File: src/rtl/booth_mul_seq.sv
// Sequential radix-2 Booth multiplier with a start/busy/done handshake.
// It runs WIDTH+1 steps on operands extended by one bit, so signed and unsigned products are both exact.
module booth_mul_seq #(
  parameter int WIDTH = 16,
  parameter int CNT_W = 6
) (
  input  logic                 clk,
  input  logic                 n_rst,
  input  logic                 start,
  input  logic                 is_signed,
  input  logic [WIDTH-1:0]     src1,
  input  logic [WIDTH-1:0]     src2,
  output logic                 busy,
  output logic                 done,
  output logic [2*WIDTH-1:0]   calc_res
);

  typedef enum logic [1:0] {
    IDLE = 2'd0,
    CALC = 2'd1,
    DONE = 2'd2
  } state_t;

  localparam logic [CNT_W-1:0] LAST_CNT = CNT_W'(WIDTH);

  state_t             state_q;
  logic [WIDTH+1:0]   m_q;
  logic [WIDTH+1:0]   a_q;
  logic [WIDTH:0]     q_q;
  logic               q1_q;
  logic [CNT_W-1:0]   cnt_q;
  logic               busy_q;
  logic               done_q;
  logic [2*WIDTH-1:0] res_q;

  logic [WIDTH+1:0]   a_sum;
  logic [WIDTH+1:0]   a_d;
  logic [WIDTH:0]     q_d;
  logic               q1_d;
  logic               s1_ext;
  logic               s2_ext;

  assign s1_ext = is_signed & src1[WIDTH-1];
  assign s2_ext = is_signed & src2[WIDTH-1];

  // One Booth step: add/subtract M, then shift {A,Q,q_1} arithmetically right by one.
  always_comb begin
    a_sum = a_q;
    case ({q_q[0], q1_q})
      2'b10:   a_sum = a_q - m_q;
      2'b01:   a_sum = a_q + m_q;
      default: a_sum = a_q;
    endcase
    a_d  = {a_sum[WIDTH+1], a_sum[WIDTH+1:1]};
    q_d  = {a_sum[0], q_q[WIDTH:1]};
    q1_d = q_q[0];
  end

  always_ff @(posedge clk or negedge n_rst) begin
    if (!n_rst) begin
      state_q <= IDLE;
      m_q     <= '0;
      a_q     <= '0;
      q_q     <= '0;
      q1_q    <= 1'b0;
      cnt_q   <= '0;
      busy_q  <= 1'b0;
      done_q  <= 1'b0;
      res_q   <= '0;
    end else begin
      case (state_q)
        IDLE: begin
          done_q <= 1'b0;
          if (start) begin
            m_q     <= {{2{s1_ext}}, src1};
            q_q     <= {s2_ext, src2};
            a_q     <= '0;
            q1_q    <= 1'b0;
            cnt_q   <= '0;
            busy_q  <= 1'b1;
            state_q <= CALC;
          end
        end
        CALC: begin
          a_q   <= a_d;
          q_q   <= q_d;
          q1_q  <= q1_d;
          cnt_q <= cnt_q + 1'b1;
          if (cnt_q == LAST_CNT) begin
            // Low 2*WIDTH bits of the post-step {A,Q} are the exact product.
            res_q   <= {a_d[WIDTH-2:0], q_d};
            done_q  <= 1'b1;
            state_q <= DONE;
          end
        end
        DONE: begin
          done_q  <= 1'b0;
          busy_q  <= 1'b0;
          state_q <= IDLE;
        end
        default: begin
          done_q  <= 1'b0;
          busy_q  <= 1'b0;
          state_q <= IDLE;
        end
      endcase
    end
  end

  assign busy     = busy_q;
  assign done     = done_q;
  assign calc_res = res_q;

endmodule
File: config.mk
export PLATFORM = sky130hd
export DESIGN_NAME = booth_mul_seq
export DESIGN_NICKNAME = d
export VERILOG_FILES = /design/src/rtl/booth_mul_seq.sv
export SDC_FILE = /design/constraint.sdc
export NUM_CORES = 1
export LEC_CHECK = 0
export ABC_AREA = 1
export CORE_UTILIZATION = 50
export CTS_BUF_LIST = sky130_fd_sc_hd__clkbuf_4 sky130_fd_sc_hd__clkbuf_8
export CTS_CLUSTER_SIZE = 24
export DETAILED_ROUTE_END_ITERATION = 7
export PLACE_DENSITY = 0.73
export SYNTH_ARGS = -nofsm -noshare
export SYNTH_HDL_FRONTEND = slang
export SYNTH_SLANG_ARGS = --single-unit
File: constraint.sdc
create_clock -name clk -period 6.66 [get_ports clk]
set_input_delay 1.332 -clock clk [delete_from_list [all_inputs] [get_ports clk]]
set_output_delay 1.332 -clock clk [all_outputs]
set_load 0.02 [all_outputs]
; Word level (Yosys, flattened, before mapping)
; Index checks and enable logic that the tools add are counted.
[op_classes]
n_reduce_logical = 7
eq_ne = 6
order_cmp = 0
mux = 16
shift = 0
addsub = 3
bitwise = 3
n_mul = 0
div_mod_pow = 0
[op_table]
columns = op, n
row1 = $pmux W18 S2, 2
row2 = $pmux W17 S2, 1
row3 = $add A18 B18 Y18, 1
row4 = $mux W18, 1
row5 = $sub A18 B18 Y18, 1
row6 = $mux W17, 1
row7 = $pmux W6 S2, 1
row8 = $reduce_and A2 Y1, 5
row9 = $add A6 B1 Y6 const B, 1
row10 = $eq A6 B5 Y1 const B, 1
row11 = $mux W6, 1
row12 = $eq A2 B1 Y1 const B, 2
row13 = $mux W1, 4
row14 = $mux W2, 2
row15 = $ne A2 B2 Y1 const B, 2
row16 = $pmux W1 S2, 2
row17 = $pmux W2 S2, 1
row18 = $and A1 B1 Y1, 2
row19 = $eq A2 B2 Y1 const B, 1
row20 = $logic_not A2 Y1, 1
row21 = $reduce_bool A2 Y1, 1
row22 = $not A1 Y1, 1
[totals]
regBits = 95
latch_bits = 0
romBits = 0
n_memories = 0
in_bits = 36
output_inout_bits = 34
word_cells = 44
ramBits = 0

; Logic depth before layout (Yosys ltp)
[logic_depth]
word_depth = 3
mapped_depth = 19
ltp_nobuf = 19

; Worst setup path after synthesis
; Ideal clock, no wire load.
[synth_timing]
path_kind = register to register
startpoint = register q_q[0]
endpoint = register a_q[14]
required_time_ps = 6541
period_less_slack_ps = 2408
slack_ps = 4252
n_path_buf = 1
stages_incl_launch_ff = 17
setup_time_ps = 119
arrival_time_ps = 2289
cell_sequence = dfrtp_1 inv_1 ha_1 clkbuf_1 o21ai_0 xor2_1 ha_1 nand2_1 nand2_1 a21oi_2 nor2_1 nor2_1 nand2_1 nand2_1 nand3_2 nand3_1 o21ai_2
[synth_between]
elab_chain_cells = 3
elab_cells_between_ends = 4
classes_between = eq/ne: 2 / mux: 2
[synth_lines]
columns = item, line_no
row1 = from (decl), 29  ; logic [WIDTH:0] q_q;
row2 = from (signal assigned), 76  ; q_q <= {s2_ext, src2};
row3 = from (signal assigned), 86  ; q_q <= q_d;
row4 = $eq A2 B1 Y1 / $eq A2 B2 Y1 (equally long branches), 49  ; case ({q_q[0], q1_q})
row5 = $pmux W18 S2 (*), 49
row6 = $pmux W18 S2 (*), 71  ; case (state_q)
row7 = to (signal assigned), 63  ; a_q <= '0;
row8 = to (signal assigned), 77  ; a_q <= '0;
row9 = to (signal assigned), 85  ; a_q <= a_d;
row10 = to (decl), 28  ; logic [WIDTH+1:0] a_q;
; Every way passes the cells marked *; elsewhere a longest branch is shown, timed or not.
; A chain may end at the register's enable or synchronous reset.

; Final worst setup path
[layout_timing]
startpoint = input port start
endpoint = register a_q[15]
[layout_between]
elab_chain_cells = 2
[layout_lines]
columns = item, line_no
row1 = from (decl), 9  ; input logic start,
row2 = $ne A2 B2 Y1 (no source line), --
row3 = $reduce_and A2 Y1 (no source line), --
; No other way between the ends.

==> results.json <==
{
  "outcome": "completed",
  "end_kind": "register",
  "wl_per_cell_um": 14.2,
  "clk_path_buf_depth": 2,
  "drc_errors": 0,
  "pre_cts_slack_ns": 2.98,
  "max_stage_delay_ns": 0.77,
  "fill_cells": 953,
  "grt_max_degree": 72,
  "maxCapViolations": 0,
  "setup_tns_ns": 0,
  "gp_congestion": 0.875,
  "fin_crit_ns": 3.28,
  "hpwl_um": 9410,
  "hold_viol_final": 0,
  "cts_tree": "yes",
  "numCtsBuffers": 9,
  "syn_avg_cell_area_um2": 7.81,
  "leakagePower_nw": 3.14,
  "clock_skew_ns": 0.0116,
  "wl_um": 12600,
  "final_antenna_net_count": 0,
  "cts_root_buf": "clkbuf_8",
  "path_max_fanout": 51,
  "required_ns": 6.92,
  "cts_setup_buffers": 0,
  "slew_viol_final": 0,
  "fp-row-count": 37,
  "p_per_area_nw_per_um2": 164,
  "fin_nets": 804,
  "synth_cells": 686,
  "final_layout_size_suffix_gt1_share_pct": 8.79,
  "grt_pass1_vias": 4499,
  "synth_nets": 744,
  "dr.pass1.iters": 5,
  "vias": 4555,
  "track_usage_pct": 24.7,
  "overflow": 0,
  "area_delta_synth_final_pct": 18.5,
  "cts_hold_buffers": 0,
  "path_class": "input pin to register",
  "cts_num_sinks": 94,
  "slowest_stage": "nor2_2",
  "ios": 70,
  "ir_drop_v": 0.0000840,
  "yosys.area.top_type_share_pct": 43.9,
  "final-setup-viol-count": 0,
  "worst_slew_pin_slew_ns": 0.939,
  "synth_largest_area_cell": "dfrtp_1",
  "synth.cell_area_um2": 5360,
  "die-area_um2": 11100,
  "antenna_found_initial": 0,
  "clk_pin_slew_ns": 0.09,
  "cp_num_buf_inv": 3,
  "synth.top_cells.by_area": "dfrtp_1 44%, nand2_1 15%, inv_1 5.3%",
  "yosysSeqAreaShare_pct": 43.9,
  "grt_pass1_wl_um": 21600,
  "ys_ff_latch": 94,
  "portBuffers": 69,
  "path_delay_family": "simple AND/OR/NAND/NOR gates",
  "diodes": 0,
  "dieHeight_um": 106,
  "insertion_delay_ns": 0.37,
  "start_util_pct": 51.7,
  "htree_levels": 3,
  "synth-warning-count": 0,
  "slew_headroom_pct": 37.3,
  "setup_slack_ns": 3.38,
  "path_cells": "clkdlybuf4s50_1, nand2_1, nor2_4, buf_4, nor2_2, inv_2, nor2_1, a21oi_2",
  "fin_crit_sh_pct": 49.2,
  "first_iter_violations": 187,
  "critPathArrivalTime_ns": 3.54,
  "hold_path.class": "register to register",
  "rsz0062_at_grt": "no",
  "total_power_mw": 1.04,
  "vias_per_cell": 5.14,
  "max_freq_ghz": 0.305,
  "cp-start-kind": "input pin",
  "cts_resized": 0,
  "ys_types": 39,
  "fp.coreArea_um2": 10400,
  "die_width_um": 106
}
-- synth_stat cells (all sizes together) --
cell type and n:
o21ai 68, o211ai 2, nand2 233, nand4 3, mux2i 3, xnor2 1, a22oi 14, o22ai 5
a21oi 21, xor2 17, ha 21, dfrtp 94, or2 2, fa 1, and2 1, nor3 3
nor2 39, o31ai 2, o21bai 2, buf 15, clkbuf 7, inv 83, a31oi 2, nand3b 2
nand3 45
-- routing by layer --
metal	vias to the layer above	GRT usage, %	routed length, um
met5	-	0	0
met4	0	8.43	199
met3	14	3.53	449
met2	95	39.6	5750
met1	2129	34.4	6160
li1	2317	-	-
-- state kept, by name, indices dropped and copies added (netlist names) --
signal,flops
a_q,17
calc_res,32
q_q,17
cnt_q,6
state_q,2
busy,1
m_q,17
q1_q,1
done,1
-- worst paths after layout --
kind / start / endpoint / slack, ns / cells past startpoint
worst max-delay path: start / a_q[15] / 3.38 / 8
worst min-delay path: calc_res[16] / calc_res[16] / 0.48 / 2
worst max register to register: q_q[0] / a_q[14] / 3.60 / 17
worst min register to register: calc_res[16] / calc_res[16] / 0.48 / 2
max in group asynchronous: n_rst / a_q[11] / 4.65 / 2
min in group asynchronous: n_rst / cnt_q[4] / 0.83 / 1
-- where the power goes --
part           internal, mW  total, mW  leakage (nW)  switching, mW
logic                0.0181     0.0326          1.89         0.0145
clock network         0.233      0.436         0.118          0.203
registers             0.570      0.570          1.13              0
-- stage by stage --
stage | area, um2 | hold slack [ns] | util (%) | std cells
global placement | 6120 | 0.454 | 59.0 | 871
floorplan | 5360 | 0.457 | - | 686
finish | 6350 | 0.477 | 61.2 | 887
detailed placement | 6120 | 0.459 | 59.0 | 871
global route | 6350 | 0.505 | 61.2 | 887
CTS | 6350 | 0.480 | 61.2 | 887
-- tightest hold or removal path: stages, from the launching register on --
cell and delay (ns):
dfrtp_1 0.35, nand2_1 0.05, nand2_1 0.05
-- layout make-up --
cell class	instances	area [um2]	share of cell area [%]
clock buffers	12	153	2.40
clock inverters	4	77.6	1.22
inverters	83	312	4.91
multi-input cells	487	2580	40.7
flip-flops and latches	94	2350	37.0
well taps	136	170	2.68
repair buffers	71	703	11.1
-- cell families after synthesis --
family,count (synthesis),share of synthesized area [%]
simple gates,328,26.6
compound gates,116,12.7
buf+inv,105,7.99
flops,94,43.9
fa+ha+maj,22,5.28
xor+xnor,18,2.94
mux,3,0.560
-- layout by cell type, fill, tap and decap left out, types with 3 or more instances in the layout --
| master | count |
|---|---|
| nand2_1 | 217 |
| dfrtp_1 | 94 |
| inv_1 | 76 |
| clkdlybuf4s50_1 | 68 |
| nand3_1 | 41 |
| o21ai_0 | 40 |
| nor2_1 | 30 |
| o21ai_1 | 26 |
| ha_1 | 21 |
| xor2_1 | 17 |
| a21oi_1 | 16 |
| nand2_2 | 16 |
| a22oi_1 | 14 |
| clkbuf_8 | 10 |
| inv_2 | 7 |
| nor2_4 | 5 |
| o22ai_1 | 5 |
| a21oi_2 | 4 |
| nand3_2 | 4 |
| nor2_2 | 4 |
| mux2i_1 | 3 |
| buf_4 | 3 |
Note: power is estimated with default switching activity, not from simulation.
